**config.mk**
```make
export PLATFORM = sky130hd
export DESIGN_NAME = spm_port_arbiter
export DESIGN_NICKNAME = d
export VERILOG_FILES = /design/src/rtl/spm_port_arbiter_pkg.sv /design/src/rtl/spm_port_arbiter.sv
export SDC_FILE = /design/constraint.sdc
export NUM_CORES = 1
export LEC_CHECK = 0
export CAP_MARGIN = 20
export CORE_AREA = 2 2 113 115
export CTS_CLUSTER_DIAMETER = 200
export DETAILED_ROUTE_END_ITERATION = 8
export DIE_AREA = 0 0 115 117
export GPL_TIMING_DRIVEN = 0
export HOLD_SLACK_MARGIN = 0.12
export PLACE_DENSITY_LB_ADDON = 0.12
export SLEW_MARGIN = 20
export SYNTH_ARGS = -nofsm -noshare
export SYNTH_HDL_FRONTEND = slang
export SYNTH_SLANG_ARGS = --single-unit
```
**constraint.sdc**
```tcl
create_clock -name clk -period 1.5 [get_ports clk]
set_input_delay 0.15 -clock clk [delete_from_list [all_inputs] [get_ports clk]]
set_output_delay 0.15 -clock clk [all_outputs]
set_load 0.01 [all_outputs]
```
**src/rtl/spm_port_arbiter_pkg.sv**
```systemverilog
// Shared encodings for the scratch-pad port arbiter: access direction,
// read-return owner and the default starvation limit.
package spm_port_arbiter_pkg;

    // Access direction encoding shared with mem_ctrl and the spm port
    localparam logic READ  = 1'b1;
    localparam logic WRITE = 1'b0;

    // Width of the TEST starvation counter and its default limit
    localparam int unsigned STARVE_W       = 4;
    localparam int unsigned STARVE_MAX_DEF = 4;

    // Which requester owns the read data returning next cycle
    typedef enum logic [1:0] {
        OWN_NONE = 2'd0,
        OWN_CPU  = 2'd1,
        OWN_TEST = 2'd2
    } owner_e;

endpackage

```
**src/rtl/spm_port_arbiter.sv**
```systemverilog
// Cycle-level arbiter sharing the scratch-pad data port between the pipeline
// MEM stage (CPU) and the test/debug port (TEST). The SPM access happens in
// the grant cycle; read data one cycle later is steered to the issuing side.
module spm_port_arbiter
    import spm_port_arbiter_pkg::*;
#(
    parameter int unsigned ADDR_W     = 30,
    parameter int unsigned DATA_W     = 32,
    parameter int unsigned STARVE_MAX = STARVE_MAX_DEF
) (
    input  logic              clk,
    input  logic              reset,
    input  logic              cpu_en,
    input  logic              cpu_as_,
    input  logic              cpu_rw,
    input  logic [ADDR_W-1:0] cpu_addr,
    input  logic [DATA_W-1:0] cpu_wr_data,
    output logic              cpu_stall,
    output logic [DATA_W-1:0] cpu_rd_data,
    output logic              cpu_rd_valid,
    input  logic              test_as_,
    input  logic              test_rw,
    input  logic [ADDR_W-1:0] test_addr,
    input  logic [DATA_W-1:0] test_wr_data,
    output logic              test_ack,
    output logic [DATA_W-1:0] test_rd_data,
    output logic              test_rd_valid,
    output logic              spm_as_,
    output logic              spm_rw,
    output logic [ADDR_W-1:0] spm_addr,
    output logic [DATA_W-1:0] spm_wr_data,
    input  logic [DATA_W-1:0] spm_rd_data
);

    localparam logic [STARVE_W-1:0] STARVE_LIM = STARVE_W'(STARVE_MAX);

    logic                cpu_req;
    logic                test_req;
    logic                cpu_grant;
    logic                test_grant;
    logic [STARVE_W-1:0] starve_cnt;
    logic [STARVE_W-1:0] starve_cnt_nxt;
    owner_e              rd_owner;
    owner_e              rd_owner_nxt;

    // Grant decision: TEST owns the port when CPU arbitration is off;
    // otherwise CPU wins unless it is idle or TEST has starved long enough
    always_comb begin
        cpu_req    = ~cpu_as_;
        test_req   = ~test_as_;
        cpu_grant  = 1'b0;
        test_grant = 1'b0;
        if (!cpu_en) begin
            test_grant = test_req;
        end else if (test_req && (!cpu_req || starve_cnt == STARVE_LIM)) begin
            test_grant = 1'b1;
        end else begin
            cpu_grant = cpu_req;
        end
    end

    // Requester-facing handshakes
    always_comb begin
        cpu_stall = cpu_en & cpu_req & ~cpu_grant;
        test_ack  = test_grant;
    end

    // SPM port mux; an idle port presents a parked read of address zero
    always_comb begin
        spm_as_     = 1'b1;
        spm_rw      = READ;
        spm_addr    = '0;
        spm_wr_data = '0;
        if (test_grant) begin
            spm_as_     = 1'b0;
            spm_rw      = test_rw;
            spm_addr    = test_addr;
            spm_wr_data = test_wr_data;
        end else if (cpu_grant) begin
            spm_as_     = 1'b0;
            spm_rw      = cpu_rw;
            spm_addr    = cpu_addr;
            spm_wr_data = cpu_wr_data;
        end
    end

    // Next starvation count and read owner
    always_comb begin
        starve_cnt_nxt = '0;
        rd_owner_nxt   = OWN_NONE;
        if (test_req && !test_grant) begin
            starve_cnt_nxt = (starve_cnt == STARVE_LIM) ? starve_cnt
                                                        : starve_cnt + STARVE_W'(1);
        end
        if (test_grant && test_rw == READ) begin
            rd_owner_nxt = OWN_TEST;
        end else if (cpu_grant && cpu_rw == READ) begin
            rd_owner_nxt = OWN_CPU;
        end
    end

    // State registers; reset drops any pending read return
    always_ff @(posedge clk or negedge reset) begin
        if (!reset) begin
            starve_cnt <= '0;
            rd_owner   <= OWN_NONE;
        end else begin
            starve_cnt <= starve_cnt_nxt;
            rd_owner   <= rd_owner_nxt;
        end
    end

    // Steer returning read data to its owner; the other side sees zero
    always_comb begin
        cpu_rd_valid  = (rd_owner == OWN_CPU);
        test_rd_valid = (rd_owner == OWN_TEST);
        cpu_rd_data   = cpu_rd_valid  ? spm_rd_data : '0;
        test_rd_data  = test_rd_valid ? spm_rd_data : '0;
    end

endmodule

```
==> impl_metrics.yaml <==
drt:
  detail-route-antenna-nets: 0
  routed_wl_mm: 11.0
  drc_errors: 0
  first_iter_violations: 43
  avgViaCountPerCell: 4.13
  post_drt_wl_per_cell_um: 16.4
  drtPass1Iterations: 3
  via_count: 2769
sta:
  worstMarginPinSlew_ns: 0.353
  max_freq_ghz: 0.524
  fin_crit_ns: 1.91
  whs_ns: 0.177
  final_max_slew_viol_count: 0
  maxSlewHeadroom_pct: 76.5
  timing.final.hold_violations: 0
  finClkSkew_ns: 0.00110
  rsz0062_at_grt: "yes"
  setup_violations: 113
  final.period_utilization_pct: 127
  timing.final.ws_setup_ns: -0.410
  setup-tns-final_ns: -28.74
global_route:
  track_usage_pct: 13.9
  grt_overflow: 0
  grt_max_degree: 11
  grt_pass1_vias: 2667
  antenna_found_initial: 0
  grt_pass1_wl_mm: 14.5
critical_path:
  r2r_slack_ns: 0.10
  arrival_ns: 1.76
  critPathMaxFanout: 10
  critical_path_required_ns: 1.35
  endpoint_kind: "primary output"
  worstSetupPathType: "register to primary output"
  cp-start-kind: "register"
placement:
  dp_hpwl_mm: 8.81
  placed_cell_area_um2: 4580
  place.gp.congestion: 0.727
  portBuffers: 294
clock_network:
  root_buffer: "clkbuf_16"
  clk_latency_ns: 0.23
  cts_made_buffers: 3
  cts.clk_slew.worst_paths_ns: 0.03
  numClockSinks: 6
  cts_tree: "built"
  clk_path_buf_depth: 2
  htreeDepth: 1
synthesis:
  synth_top_area_share_pct: 37.9
  yosysTopAreaCell: "a22o_1"
  ys_seq_area_share_pct: 10.5
  synthesis.nets: 342
  synth.area.top_cells: "a22o_1 (38%), and2_1 (29%), dfrtp_1 (10%), buf_6 (7.1%), buf_4 (2.1%)"
  synth_area_um2: 1430
  synth.avg_cell_area_um2: 8.09
  synth.ff_latch_count: 6
  syn_inst: 177
  ys_types: 22
  synth_warnings: 0
floorplan:
  die_y_um: 117
  die_width_um: 115
  die_area_um2: 13500
  io_pins: 295
  rows: 41
  initial_core_util_pct: 11.6
  fp.coreArea_um2: 12300
pwr:
  ir_worst_vdd_uv: 367
  p_per_area_nw_per_um2: 377
  internal-power_mw: 1.43
  p_total_mw: 1.98
  swShare_pct: 27.8
  p_leak_nw: 2.51
  p_sw_mw: 0.550
  combPwrFrac_pct: 69.7
  share_seq_of_total_power_pct: 8.6
  p_clk_share_pct: 21.7
finish:
  layout.nets: 687
  final_common_cell: "clkdlybuf4s50_1"
  layout_common_cells: "clkdlybuf4s50_1 (161), buf_6 (100), a22o_1 (62), buf_2 (58), and2_4 (50)"
  syn_to_final_growth_pct: 266
  final_util_pct: 42.6
  antenna_cells: 0
  post-route-cell-area_um2: 5250
  layout-drive-gt1-share_pct: 48.8
status:
  violations: "setup timing"
  status: "finished with violations"
hold_path:
  hold_path_class: "input port to async pin"
job:
  drv_cap: 0
[routing by layer]
layer  up-vias  track usage [%]  part of all wire (%)
met5         -                0                     0
met4         0             2.09                  0.98
met3         8             5.72                    10
met2       149             27.3                    57
met1      1271             14.1                    32
li1       1341                -                     -
[worst paths after layout]
path,start,end,cells past startpoint
max,starve_cnt[0],spm_wr_data[23],8
min,reset,starve_cnt[2],1
max reg2reg,starve_cnt[0],rd_owner[1],7
min reg2reg,starve_cnt[3],starve_cnt[3],2
max in group asynchronous,reset,starve_cnt[3],1
min in group clk,test_as_,starve_cnt[0],2
[what timing repair did]
item,4_1_cts,5_1_grt
pin swaps,7,64
setup buffers,29,16
gates cloned,6,4
endpoints found under the setup margin,132,131
gates resized for setup,506,200
hold buffers,0,0
[synthesized netlist by cell type]
library cell   n
buf_6          9
ha_1           2
o21ai_1        1
nor3b_1        1
nand3_1        1
a22o_1        62
buf_2          1
nand4bb_4      1
and3_1         1
xor2_1         1
nand2b_1       1
a2bb2oi_1      1
buf_4          4
and2_1        67
inv_1          3
clkbuf_1       6
dfrtp_1        6
nand2_1        1
xnor2_1        1
nor2_1         1
nor3_1         3
nor2b_1        3
[worst max-delay path: stages (launching register included)]
cell	delay (ns)
dfrtp_1	0.38
inv_1	0.07
ha_2	0.18
nand4bb_4	0.17
o21ai_4	0.14
buf_8	0.18
buf_8	0.13
a22o_1	0.15
buf_2	0.13
[power groups by stage]
stage | Sequential, mW | Clock (mW) | Combinational (mW)
2_1_floorplan | 0.170 | 0 | 0.390
3_3_place_gp | 0.171 | 0 | 1.25
3_5_place_dp | 0.171 | 0 | 1.26
4_1_cts | 0.170 | 0.439 | 1.21
5_1_grt | 0.170 | 0.459 | 1.47
6_report | 0.170 | 0.429 | 1.38
[stage by stage]
step,setup slack (ns),instances
after floorplan,-0.0271,177
after global placement,-0.891,621
after detailed placement,-0.883,621
after CTS,-0.471,658
after global routing,-0.515,670
final,-0.410,670
[layout make-up]
cell class | count | area (um^2)
inverter | 3 | 11.3
timing repair buffer | 342 | 3310
multi-input combinational | 149 | 1280
clock buffer | 3 | 75.1
sequential | 6 | 150
tap | 150 | 188
fill | 1255 | 7070
buffer | 17 | 236
[kinds of logic (layout without fill, tap and decap cells)]
group                    Yosys count  after routing  synth area share (%)
AO/OA/AOI/OAI                     64             64                  38.9
XOR/XNOR                           2              2                  1.22
adder cells (fa/ha/maj)            2              2                  1.75
buffers and inverters             23            365                  11.9
flip-flops                         6              6                  10.5
AND/OR/NAND/NOR                   80             81                  35.8
[sequential cells by signal, summed over array words and instances, names as in the netlist]
name        flops
rd_owner        2
starve_cnt      4
Power figures use the tool's default switching activity.
